`src/rtl/mem_wb_stage.sv`:
```
// MEM/WB pipeline stage: latches EXE/MEM control, selects write-back data, drives RF write port, forwarding bus and retire counter.
// Latency: instruction on ex_* at edge k appears on rf_*/fwd_* during cycle k..k+1; load data is used in that same cycle.
// Backpressure: stall holds all wb state and captures load data once; flush squashes the WB slot (flush wins over stall).
module mem_wb_stage #(
  parameter int DATA_W      = 8,
  parameter int REG_ADDR_W  = 3,
  parameter int CNT_W       = 16,
  parameter bit ZERO_REG_EN = 1'b1
) (
  input  logic                  sysclk,
  input  logic                  rst_n,
  input  logic                  stall,
  input  logic                  flush,
  input  logic                  ex_valid,
  input  logic [DATA_W-1:0]     ex_alu_result,
  input  logic [REG_ADDR_W-1:0] ex_rd,
  input  logic                  ex_reg_write,
  input  logic                  ex_mem_to_reg,
  input  logic [DATA_W-1:0]     mem_read_data,
  output logic                  rf_we,
  output logic [REG_ADDR_W-1:0] rf_waddr,
  output logic [DATA_W-1:0]     rf_wdata,
  output logic                  fwd_valid,
  output logic [REG_ADDR_W-1:0] fwd_rd,
  output logic [DATA_W-1:0]     fwd_data,
  output logic [CNT_W-1:0]      retire_count
);

  logic                  wb_valid_q, wb_valid_d;
  logic                  wb_reg_write_q, wb_reg_write_d;
  logic                  wb_mem_to_reg_q, wb_mem_to_reg_d;
  logic [REG_ADDR_W-1:0] wb_rd_q, wb_rd_d;
  logic [DATA_W-1:0]     wb_alu_q, wb_alu_d;
  logic [DATA_W-1:0]     hold_data_q, hold_data_d;
  logic                  hold_vld_q, hold_vld_d;
  logic [CNT_W-1:0]      retire_q, retire_d;
  logic [DATA_W-1:0]     wb_data;
  logic                  rd_is_zero;

  // Next-state selection with priority flush > stall > advance.
  always_comb begin
    wb_valid_d      = wb_valid_q;
    wb_reg_write_d  = wb_reg_write_q;
    wb_mem_to_reg_d = wb_mem_to_reg_q;
    wb_rd_d         = wb_rd_q;
    wb_alu_d        = wb_alu_q;
    hold_data_d     = hold_data_q;
    hold_vld_d      = hold_vld_q;
    retire_d        = retire_q;
    if (flush) begin
      // Squashed instruction is dropped without being counted.
      wb_valid_d = 1'b0;
      hold_vld_d = 1'b0;
    end else if (stall) begin
      // Memory output is only valid on the first stalled edge, so sample it once.
      if (wb_valid_q && wb_mem_to_reg_q && !hold_vld_q) begin
        hold_data_d = mem_read_data;
        hold_vld_d  = 1'b1;
      end
    end else begin
      wb_valid_d      = ex_valid;
      wb_reg_write_d  = ex_reg_write;
      wb_mem_to_reg_d = ex_mem_to_reg;
      wb_rd_d         = ex_rd;
      wb_alu_d        = ex_alu_result;
      hold_vld_d      = 1'b0;
      if (wb_valid_q) begin
        retire_d = retire_q + 1'b1;
      end
    end
  end

  // Stage registers with asynchronous clear.
  always_ff @(posedge sysclk or negedge rst_n) begin
    if (!rst_n) begin
      wb_valid_q      <= 1'b0;
      wb_reg_write_q  <= 1'b0;
      wb_mem_to_reg_q <= 1'b0;
      wb_rd_q         <= '0;
      wb_alu_q        <= '0;
      hold_data_q     <= '0;
      hold_vld_q      <= 1'b0;
      retire_q        <= '0;
    end else begin
      wb_valid_q      <= wb_valid_d;
      wb_reg_write_q  <= wb_reg_write_d;
      wb_mem_to_reg_q <= wb_mem_to_reg_d;
      wb_rd_q         <= wb_rd_d;
      wb_alu_q        <= wb_alu_d;
      hold_data_q     <= hold_data_d;
      hold_vld_q      <= hold_vld_d;
      retire_q        <= retire_d;
    end
  end

  // Write-back mux and register-file / forwarding outputs.
  always_comb begin
    rd_is_zero = (wb_rd_q == '0);
    if (wb_mem_to_reg_q) begin
      wb_data = hold_vld_q ? hold_data_q : mem_read_data;
    end else begin
      wb_data = wb_alu_q;
    end
    rf_we     = wb_valid_q & wb_reg_write_q & ~(ZERO_REG_EN & rd_is_zero);
    rf_waddr  = wb_rd_q;
    rf_wdata  = wb_data;
    fwd_valid = rf_we;
    fwd_rd    = wb_rd_q;
    fwd_data  = wb_data;
  end

  assign retire_count = retire_q;

endmodule

```
`config.mk`:
```
export PLATFORM = sky130hd
export DESIGN_NAME = mem_wb_stage
export DESIGN_NICKNAME = d
export VERILOG_FILES = /design/src/rtl/mem_wb_stage.sv
export SDC_FILE = /design/constraint.sdc
export NUM_CORES = 1
export LEC_CHECK = 0
export CAP_MARGIN = 10
export CORE_AREA = 2 2 71 73
export CTS_CLUSTER_DIAMETER = 40
export DETAILED_ROUTE_END_ITERATION = 16
export DIE_AREA = 0 0 73 75
export GPL_TIMING_DRIVEN = 0
export HOLD_SLACK_MARGIN = 0.03
export PLACE_DENSITY = 0.73
export SLEW_MARGIN = 20
export SYNTH_ARGS = -nofsm -noshare
export SYNTH_HDL_FRONTEND = slang
export SYNTH_SLANG_ARGS = --single-unit
```
`constraint.sdc`:
```
create_clock -name sysclk -period 1.5 [get_ports sysclk]
set_input_delay 0.3 -clock sysclk [delete_from_list [all_inputs] [get_ports sysclk]]
set_output_delay 0.3 -clock sysclk [all_outputs]
set_load 0.05 [all_outputs]
```
After elaboration in Yosys (flattened, before gate mapping):

Index checks and enable logic that the tools add are counted.

* bits in registers: 39
* word-level logic and storage cells: 30

* equal/unequal tests: 2
* reductions and logical operators: 7
* add/sub/neg operators: 1
* bitwise logic cells: 5
* muxes and demuxes: 7

Operators with widths (count)
* 16-bit by 1-bit adder with 16-bit output (second input constant): 1
* 8-bit two-way mux: 2
* 3-bit AND reduction: 2
* 1-bit two-way mux: 5
* 3-bit zero test: 1
* 3-bit by 1-bit inequality test with 1-bit output (second input constant): 1
* 1-bit NOT: 3
* 1-bit bitwise AND: 2
* 1-bit logical AND: 2
* 2-bit by 1-bit inequality test with 1-bit output (second input constant): 1
* 2-bit AND reduction: 1
* 1-bit zero test: 1

Longest topological paths before layout:

* word-level depth: 5
* depth in mapped cells: 5
* mapped depth without buffers: 5

Worst setup path before layout:

Ideal clock, no wire load.

* path type: register to output
* start: register wb_mem_to_reg_q
* end: output rf_wdata[5]
* required time: 1.200 ns
* path slack: -0.770 ns
* path buffers: 3
* data arrival time: 1.970 ns
* cell stages (with the launch flop): 6
* path through: dfrtp_1 > buf_2 > buf_1 > nor2_1 > a21oi_1 > buf_4

* longest elaborated chain between the ends: 1

RTL lines
* start: declaration: line 31 `logic wb_mem_to_reg_q, wb_mem_to_reg_d;`
* start signal: assignment: line 87 `wb_mem_to_reg_q <= wb_mem_to_reg_d;`
* 8-bit two-way mux: line 99 `if (wb_mem_to_reg_q) begin`
* end: declaration: line 22 `output logic [DATA_W-1:0] rf_wdata,`

Every way passes these cells.

Final worst setup path:

* start: register hold_vld_q
* end: output rf_wdata[3]

* longest elaborated chain between the ends: 2

RTL lines
* start: declaration: line 35 `logic hold_vld_q, hold_vld_d;`
* start signal: assignment: line 91 `hold_vld_q <= hold_vld_d;`
* 8-bit two-way mux: line 100 `wb_data = hold_vld_q ? hold_data_q : mem_read_data;`
* 8-bit two-way mux: line 99

Every way passes these cells.

==> impl_results.md <==
* Grt ovf at 0
* Max Slew Vio Count at 0
* Worst EP required at 1.20 ns
* Clock share of power at 18.2%
* Setup slack, reg-to-reg at -0.17 ns
* Total GRT Usage at 15.7%
* Worst R2R Path Depth at 3
* Core region area at 0.00466 mm2
* Fin crit share at 118%
* Initial Utilization at 39.7%
* Slowest CP cell: dfrtp_1
* Sequential share of the synthesized area at 52.8%
* Global-route wire length before repair at 6.51 mm
* Die Footprint at 0.00548 mm2
* Rows at 25
* I/O Buffers at 65
* CTS Buffer Depth at 2
* Yosys cell types at 24
* Ys Warns at 0
* Mean area per synthesized cell at 12.1 um2
* HPWL after DPL at 2.88 mm
* Worst hold slack at 0.404 ns
* Clock-pin slew on the worst setup and hold paths at 0.07 ns
* Slew headroom at 56.2%
* DRC at 0
* Routed length per instance at 13.8 um
* GRT met3 Usage at 4.95%
* Largest net degree at the start of global routing at 22
* Root buffer cell: clkbuf_8
* Fin crit period at 1.77 ns
* Vias at 1400
* Cell Area, Placed at 0.00278 mm2
* H-tree depth at 2
* Clock sinks at 39
* Net Switching at 1.34 mW
* Max Cap Viol at 0
* Synthesized cell area at 0.00185 mm2
* Vias/cell at 4.88
* Crit end category: output port
* WP buf/inv at 3
* Remaining antenna violation count after routing at 0
* DIE WIDTH at 73 um
* Net count, final at 260
* Layout Utilization at 65.7%
* Fraction of layout cells with a size suffix above 1 at 57.5%
* CP top delay family: buffers and inverters
* M2 GR Usage at 25.5%
* Post-route cell area at 0.00306 mm2
* Drt initial violations at 26
* Initial antenna violation count at 0
* Ports at 66
* Routed WL at 3.97 mm
* CP Max Fanout at 10
* Comb pwr share at 43.2%
* Pre-CTS WS at -0.749 ns
* Int Pwr at 2.22 mW
* RSZ-0062 raised after global routing: true
* FF+latch count, synth at 39
* Area grow syn2layout at 65.6%
* Syn nets at 180
* Setup ws final at -0.271 ns
* Largest stage delay, worst path at 0.40 ns
* Cell count after synthesis at 153
* Reg-to-Reg End: hold_data_q[7]
* Violated checks: setup timing
* FILL cells at 361
* Crit path launch type: flop
* ANT cells at 0
* Num CTS Buffers at 5
* Min-Delay Path Depth at 2
* M1 GR Usage at 20.6%
* Worst Path Arrival at 1.47 ns
* HP Class: primary input to flop
* Final setup fails at 27
* VDD IR-drop max at 0.654 mV
* Sw frac at 37.7%
* Least-Margin Pin Slew at 0.654 ns
* RR Startpoint: hold_vld_q
* Leakage power at 1.28 nW
* Worst Min Path Start: flush
* Cell Pwr Density at 1160 mW/mm2
* Clk_skew at 0.00503 ns
* Hold EP: wb_valid_q
* Vias in the first global route at 1386
* Most Used Layer, Global Route: met2
* CP cell instances: buf_12 -> mux2i_4 -> a21oi_4 -> buf_6 -> buf_8
* Sequential power share at 38.6%
* Clock Latency Late Sink at 0.28 ns
* Outcome: complete, but fails checks
* Final hold viol count at 0
* TritonCTS clock tree: built
* Max Clock Freq at 565 MHz
* Die Y at 75 um
* CP Class: flop to output port
* Gpl congestion at 0.777
* Pre-antenna DRT Iters at 2
[layout make-up]
| type | count | area (um2) | share of cell area (%) |
|---|---|---|---|
| repair buffers | 74 | 759 | 24.8 |
| plain buffers | 16 | 183 | 5.97 |
| clock buffers | 7 | 76.3 | 2.49 |
| well taps | 54 | 67.6 | 2.21 |
| flip-flops and latches | 39 | 993 | 32.5 |
| multi-input cells | 97 | 981 | 32.1 |
[worst register-to-register path: stages (launching register included)]
cell and delay, ns:
dfrtp_1 0.40, buf_12 0.17, nor3_2 0.58, mux2_2 0.41
[routing by layer]
| metal | vias to the layer above | routed length [um] |
|---|---|---|
| met4 | 0 | 43 |
| li1 | 672 | - |
| met5 | - | 0 |
| met3 | 6 | 238 |
| met2 | 46 | 1850 |
| met1 | 676 | 1840 |
[state kept, by name, summed over array words and instances (netlist names)]
name and count:
fwd_rd 3, hold_data_q 8, hold_vld_q 1, retire_count 16
wb_alu_q 8, wb_mem_to_reg_q 1, wb_reg_write_q 1, wb_valid_q 1
[metrics by stage]
stage | cells | setup TNS, ns | power [mW]
after floorplan | 153 | -0.356 | 2.34
after global placement | 272 | -61.81 | 2.77
after detailed placement | 273 | -26.97 | 2.79
after CTS | 286 | -5.29 | 3.56
after global routing | 287 | -6.63 | 3.75
final | 287 | -4.97 | 3.56
[power groups by stage]
| stage | registers [mW] | logic [mW] | clock network [mW] |
|---|---|---|---|
| 3_5_place_dp | 1.36 | 1.43 | 0 |
| 6_report | 1.38 | 1.54 | 0.648 |
| 5_1_grt | 1.40 | 1.62 | 0.728 |
| 3_3_place_gp | 1.36 | 1.41 | 0 |
| 4_1_cts | 1.37 | 1.51 | 0.677 |
| 2_1_floorplan | 1.51 | 0.831 | 0 |
[repair_timing]
| item | 4_1_cts | 5_1_grt |
|---|---|---|
| hold endpoints to repair | 18 | 0 |
| resized for setup | 213 | 24 |
| endpoints found under the setup margin | 65 | 42 |
| cloned | 0 | 0 |
| setup buffers | 5 | 2 |
| pin swaps | 1 | 3 |
| hold buffers | 1 | 0 |
[cells in the final DEF, fill, tap and decap left out, drive strengths merged, types with 2 or more instances in the layout]
master / netlist / layout
nand4: 2 / 2
mux2: 22 / 22
nand3: 8 / 8
nor2: 15 / 15
dlygate4sd2: 0 / 2
and3: 3 / 3
buf: 16 / 45
xor2: 4 / 4
clkdlybuf4s15: 0 / 13
clkbuf: 1 / 14
xnor2: 11 / 11
a21oi: 9 / 9
mux2i: 9 / 9
nand2: 6 / 6
dfrtp: 39 / 39
clkdlybuf4s50: 0 / 22
[logic make-up (layout without fill, tap and decap cells)]
group | count (synthesis) | count (layout) | synth area share (%)
AND/OR/NAND/NOR | 40 | 40 | 11.6
flip-flops | 39 | 39 | 52.8
multiplexers | 31 | 31 | 18.3
buffers and inverters | 17 | 97 | 6.43
XOR/XNOR | 15 | 15 | 7.11
AO/OA/AOI/OAI | 10 | 10 | 3.05
adder cells (fa/ha/maj) | 1 | 1 | 0.677
[worst max path at each step]
| stage | startpoint | end | slack [ns] | cells past startpoint |
|---|---|---|---|---|
| 2_1_floorplan | retire_count[0] | retire_count[12] | -0.04 | 5 |
| 3_3_place_gp | rst_n | retire_count[10] | -0.99 | 1 |
| 3_5_place_dp | mem_read_data[4] | rf_wdata[4] | -0.75 | 5 |
| 4_1_cts | hold_vld_q | rf_wdata[6] | -0.29 | 5 |
| 5_1_grt | hold_vld_q | rf_wdata[6] | -0.31 | 5 |
| 6_report | hold_vld_q | rf_wdata[3] | -0.27 | 5 |
[cell usage after synthesis (all sizes together)]
library cell	number	area [um2]
nand2	6	22.5
xor2	4	35.0
clkbuf	1	3.75
dfrtp	39	976
nand4	2	12.5
mux2	22	248
ha	1	12.5
nor3	1	10.0
mux2i	9	90.1
a21oi	9	45.0
and3	3	18.8
o311a	1	11.3
or2	1	6.26
nor4	1	21.3
and4bb	1	12.5
or3b	1	8.76
nor2	15	56.3
nand2b	1	6.26
buf	16	115
xnor2	11	96.3
nand3	8	40.0
Power figures use the tool's default switching activity.
